--- config.mk ---
export PLATFORM = sky130hd
export DESIGN_NAME = vc_circular_buffer
export DESIGN_NICKNAME = d
export VERILOG_FILES = /design/src/rtl/noc_params.sv /design/src/rtl/vc_queue.sv /design/src/rtl/vc_circular_buffer.sv
export SDC_FILE = /design/constraint.sdc
export NUM_CORES = 1
export LEC_CHECK = 0
export CAP_MARGIN = 10
export CORE_ASPECT_RATIO = 0.75
export CORE_MARGIN = 10
export CORE_UTILIZATION = 66
export DETAILED_ROUTE_END_ITERATION = 8
export GPL_ROUTABILITY_DRIVEN = 0
export PLACE_DENSITY_LB_ADDON = 0.05
export SKIP_CTS_REPAIR_TIMING = 1
export SYNTH_ARGS = -nofsm -noshare
export SYNTH_HDL_FRONTEND = slang
export SYNTH_SLANG_ARGS = --single-unit
--- constraint.sdc ---
create_clock -name clk -period 11.1 [get_ports clk]
set_clock_uncertainty 0.2 [all_clocks]
set_input_delay 3.33 -clock clk [delete_from_list [all_inputs] [get_ports clk]]
set_output_delay 3.33 -clock clk [all_outputs]
set_load 0.005 [all_outputs]
--- src/rtl/noc_params.sv ---
// Shared NoC parameters and flit format used by the router buffers.
package noc_params;
    localparam int VC_NUM    = 4;
    localparam int VC_SIZE   = $clog2(VC_NUM);
    localparam int DATA_SIZE = 16;

    typedef enum logic [1:0] {HEAD, BODY, TAIL, HEADTAIL} flit_label_t;

    typedef struct packed {
        flit_label_t          flit_label;
        logic [VC_SIZE-1:0]   vc_id;
        logic [DATA_SIZE-1:0] data;
    } flit_t;
endpackage

--- src/rtl/vc_queue.sv ---
// One virtual-channel ring buffer with occupancy, on/off hysteresis and sticky error flags.
module vc_queue
    import noc_params::*;
#(
    parameter int BUFFER_SIZE    = 8,
    parameter int PIPELINE_DEPTH = 5,
    parameter int ON_THRESHOLD   = BUFFER_SIZE - PIPELINE_DEPTH - 1
) (
    input  logic  clk,
    input  logic  rst,
    input  flit_t data,
    input  logic  write,
    input  logic  read,
    output flit_t head,
    output logic  is_full,
    output logic  is_empty,
    output logic  on_off,
    output logic  overflow,
    output logic  underflow
);
    localparam int PW = $clog2(BUFFER_SIZE);
    localparam int CW = PW + 1;
    localparam logic [CW-1:0] FULL_LVL = CW'(BUFFER_SIZE);
    localparam logic [CW-1:0] OFF_LVL  = CW'(BUFFER_SIZE - PIPELINE_DEPTH);
    localparam logic [CW-1:0] ON_LVL   = CW'(ON_THRESHOLD);

    flit_t          mem [BUFFER_SIZE];
    logic [PW-1:0]  rd_ptr, wr_ptr;
    logic [CW-1:0]  count, count_next;
    logic           do_read, do_write;

    assign is_empty = (count == '0);
    assign is_full  = (count == FULL_LVL);
    // A full queue still accepts a write when its head is popped in the same cycle.
    assign do_read  = read & ~is_empty;
    assign do_write = write & (~is_full | do_read);
    assign head     = mem[rd_ptr];

    always_comb begin
        count_next = count;
        if (do_write && !do_read)
            count_next = count + CW'(1);
        else if (!do_write && do_read)
            count_next = count - CW'(1);
    end

    always_ff @(posedge clk or negedge rst) begin
        if (!rst) begin
            rd_ptr    <= '0;
            wr_ptr    <= '0;
            count     <= '0;
            on_off    <= 1'b1;
            overflow  <= 1'b0;
            underflow <= 1'b0;
        end else begin
            count <= count_next;
            if (do_read)  rd_ptr <= rd_ptr + PW'(1);
            if (do_write) wr_ptr <= wr_ptr + PW'(1);
            if (write && !do_write) overflow  <= 1'b1;
            if (read && is_empty)   underflow <= 1'b1;
            // Drop early enough to absorb the flits already in the upstream pipeline.
            if (count_next >= OFF_LVL)
                on_off <= 1'b0;
            else if (count_next <= ON_LVL)
                on_off <= 1'b1;
        end
    end

    always_ff @(posedge clk) begin
        if (do_write) mem[wr_ptr] <= data;
    end
endmodule

--- src/rtl/vc_circular_buffer.sv ---
// Per-VC input buffer: steers writes/reads to VC_NUM ring queues and muxes the selected head.
module vc_circular_buffer
    import noc_params::*;
#(
    parameter int BUFFER_SIZE    = 8,
    parameter int PIPELINE_DEPTH = 5,
    parameter int ON_THRESHOLD   = BUFFER_SIZE - PIPELINE_DEPTH - 1
) (
    input  logic               clk,
    input  logic               rst,
    input  flit_t              data_i,
    input  logic               write_i,
    input  logic               read_i,
    input  logic [VC_SIZE-1:0] read_vc_i,
    output flit_t              data_o,
    output logic [VC_NUM-1:0]  is_full_o,
    output logic [VC_NUM-1:0]  is_empty_o,
    output logic [VC_NUM-1:0]  on_off_o,
    output logic [VC_NUM-1:0]  overflow_o,
    output logic [VC_NUM-1:0]  underflow_o
);
    flit_t head [VC_NUM];

    for (genvar v = 0; v < VC_NUM; v++) begin : g_vc
        logic write_v, read_v;
        assign write_v = write_i && (data_i.vc_id == VC_SIZE'(v));
        assign read_v  = read_i && (read_vc_i == VC_SIZE'(v));

        vc_queue #(
            .BUFFER_SIZE   (BUFFER_SIZE),
            .PIPELINE_DEPTH(PIPELINE_DEPTH),
            .ON_THRESHOLD  (ON_THRESHOLD)
        ) u_queue (
            .clk      (clk),
            .rst      (rst),
            .data     (data_i),
            .write    (write_v),
            .read     (read_v),
            .head     (head[v]),
            .is_full  (is_full_o[v]),
            .is_empty (is_empty_o[v]),
            .on_off   (on_off_o[v]),
            .overflow (overflow_o[v]),
            .underflow(underflow_o[v])
        );
    end

    assign data_o = head[read_vc_i];
endmodule
==> results.yml, run 1 <==
worst_hold_path:
  hold_path.class: "reg2reg"
  hp-start: "g_vc[1].u_queue.underflow$_DFFE_PN0P_"
  whs_endpoint: "g_vc[1].u_queue.underflow$_DFFE_PN0P_"
  min_path_cells: 1
grt:
  grt_pass1_vias: 13710
  antenna_found_initial: 0
  overflow: 0
  grt_first_pass_wirelength_um: 87190
  grt_max_degree: 53
  track_usage_pct: 23.03
floorplan:
  io_pins: 66
  fp.coreArea_mm2: 0.04108
  die_x_um: 256.1
  start_util_pct: 67.18
  fp.dieH_um: 197.1
  dieArea_mm2: 0.05048
  fp-row-count: 64
power:
  p_total_mw: 7.390
  pwr_density_cell_mw_per_mm2: 238.5
  vdd_ir_drop_max_uv: 183.1
  cellLeakagePower_nw: 10.01
sta:
  relSlewSlack_pct: 20.82
  setup_tns_ns: 0
  tightestPinTransition_ns: 1.184
  holdWs_ns: 0.2571
  fmax_mhz: 103.6
  min_period_ns: 9.651
  min_period_over_period_pct: 86.95
  rsz0062_at_grt: "no"
  report.final.slew_viol_count: 0
  finalSetupViolCount: 0
  hold_viol: 0
critical_path:
  path_max_fanout: 20
  setup.worst_path.end_class: "output pin"
  crit_path_cell_trace: "clkdlybuf4s50_1, nand2b_1, o22ai_1, a221oi_1, clkdlybuf4s50_1"
  timing.rr.start: "g_vc[3].u_queue.count[0]$_DFF_PN0_"
  critPathMaxStageDelay_ns: 0.87
  ff2ff_path_depth: 8
  worstReg2RegEnd: "g_vc[3].u_queue.mem[3][1]$_DFFE_PP_"
  r2r_setup_slack_ns: 8.30
  start_kind: "input pin"
  crit_path_frequent_cell: "clkdlybuf4s50_1"
  worst-path-buf-inv: 2
  crit_type: "in2out"
  crit_family: "buffers and inverters"
  cp.required_ns: 7.57
  slowest_stage: "nand2b_1"
  cp.arrival_ns: 6.12
  critical_path_cell_count: 5
drt:
  met2_length_um: 26890
  drtIter0Drc: 1391
  vias_per_cell: 6.563
  final_antenna_net_count: 0
  wl_met3_um: 4349
  top_layer: "met4"
  drc: 0
  drt-wirelength-per-cell_um: 27.92
  drt_first_pass_iters: 6
  num_vias: 13340
  met1_length_um: 23970
  wl_um: 56740
logic_synthesis:
  synth_most_common_cell: "edfxtp_1"
  synthesis.area_mm2: 0.02760
  netlist_instances: 1340
  netlist-cell-type-count: 57
  synth_fp_nets: 1382
  synth_edf_count: 640
  ys_warn_count: 0
  synthFlopType: "edfxtp_1"
  async_flop_share_pct: 7.514
  synth-seq-cells: 692
  syn_area_per_cell_um2: 20.60
  synth_top_area_cell: "edfxtp_1"
  synth_top_cell_area_share_pct: 69.63
  yosys-top-cells-area: "edfxtp_1 (70%), mux4_2 (13%), dfrtp_1 (4.4%), mux2_2 (1.9%), mux2i_1 (1.5%)"
  synthTopCellsByCount: "edfxtp_1 (640), mux4_2 (160), dfrtp_1 (48), mux2_2 (47), mux2i_1 (40)"
  ys_seq_area_share_pct: 74.37
finish:
  final_cell_area_mm2: 0.03098
  drive_gt1_share_pct: 27.67
  syn_to_final_growth_pct: 12.26
  final_nets: 1471
  fill_cells: 2318
  antenna_cells: 0
cts:
  h-tree-depth: 3
  cts_buffers: 66
  cts.clk_slew.worst_paths_ns: 0.05
  cts.sinks: 692
  cts_buffer_depth: 3
  cts_tree: "done"
  cts-root-buf: "clkbuf_16"
  clk_latency_ns: 0.58
placement:
  placed_area_mm2: 0.02895
  dp.final_hpwl_um: 32910
  portBuffers: 65
flow_run:
  cap_viol_max_count: 0
run_status:
  status: "finished clean"
==> power breakdown <==
part | switching [mW] | total, mW | internal, mW
Clock | 0.917 | 2.10 | 1.18
Sequential | 0.230 | 3.28 | 3.05
Combinational | 0.990 | 2.02 | 1.03
==> state kept, by name (all words and copies together) (netlist names) <==
name / flops
g_vc.u_queue.wr_ptr: 12
g_vc.u_queue.overflow: 4
g_vc.u_queue.rd_ptr: 12
g_vc.u_queue.on_off: 4
g_vc.u_queue.count: 16
g_vc.u_queue.underflow: 4
g_vc.u_queue.mem: 640
==> cells by family (layout without fill, tap and decap cells) <==
family | after synthesis | in the layout | synth area share, %
fa+ha+maj | 16 | 16 | 0.7254
flops | 692 | 692 | 74.37
simple gates | 149 | 149 | 3.001
mux | 247 | 247 | 16.42
xor+xnor | 23 | 23 | 0.7299
buf+inv | 105 | 236 | 1.931
compound gates | 108 | 108 | 2.820
==> metal layers <==
layer	track usage, %	vias up
li1	-	5699
met1	34.04	6938
met2	34.94	598
met3	4.570	100
met5	0	-
met4	6.753	0
==> how the worst max path moves through the flow <==
stage | from | slack, ns | to
after floorplan | read_vc_i[1] | 3.38 | data_o[0]
after global placement | read_vc_i[1] | 1.59 | data_o[18]
after detailed placement | read_vc_i[1] | 1.51 | data_o[13]
after CTS | read_vc_i[1] | 1.49 | data_o[13]
after global routing | read_vc_i[1] | 1.35 | data_o[13]
final | read_vc_i[1] | 1.45 | data_o[13]
==> cell type report <==
class / count / area, µm² / share of cell area, %
multi-input cells: 543 / 6679 / 21.56
clock buffers: 81 / 1729 / 5.581
repair buffers: 112 / 1039 / 3.352
inverters: 14 / 52.55 / 0.1696
flip-flops and latches: 692 / 20530 / 66.27
well taps: 561 / 701.9 / 2.266
clock inverters: 29 / 249.0 / 0.8037
==> metrics by stage <==
step	util, %	instances	setup slack (ns)
3_5_place_dp	70.47	1920	1.509
2_1_floorplan	-	1340	3.376
3_3_place_gp	70.47	1920	1.593
5_1_grt	75.42	2032	1.353
6_report	75.42	2032	1.449
4_1_cts	75.29	2030	1.487
==> cell usage in the layout (no fill, tap or decap), drive strengths merged, types with 4 or more instances in the layout <==
cell / count
edfxtp: 640
mux4: 160
clkbuf: 81
clkdlybuf4s50: 64
buf: 48
dfrtp: 48
mux2: 47
mux2i: 40
nor2: 33
nand2: 30
nor3: 23
o22ai: 22
a221oi: 21
clkinv: 21
inv: 18
xnor2: 16
ha: 16
a21oi: 16
o21ai: 13
nand2b: 10
nor3b: 10
nand3: 7
xor2: 7
o221ai: 6
a31oi: 6
and3: 6
nor4: 6
nand4: 5
a21o: 5
nand3b: 5
a22oi: 4
dfstp: 4
and3b: 4
No activity file was read; power rests on OpenSTA's default activity.
==> run 2: changes to the inputs <==
--- a/config.mk
+++ b/config.mk
@@ -12,7 +12,6 @@
 export DETAILED_ROUTE_END_ITERATION = 8
 export GPL_ROUTABILITY_DRIVEN = 0
 export PLACE_DENSITY_LB_ADDON = 0.05
-export SKIP_CTS_REPAIR_TIMING = 1
 export SYNTH_ARGS = -nofsm -noshare
 export SYNTH_HDL_FRONTEND = slang
 export SYNTH_SLANG_ARGS = --single-unit
==> results of run 2 <==
No change in the layout: final DEF, timing and power equal those of run 1.
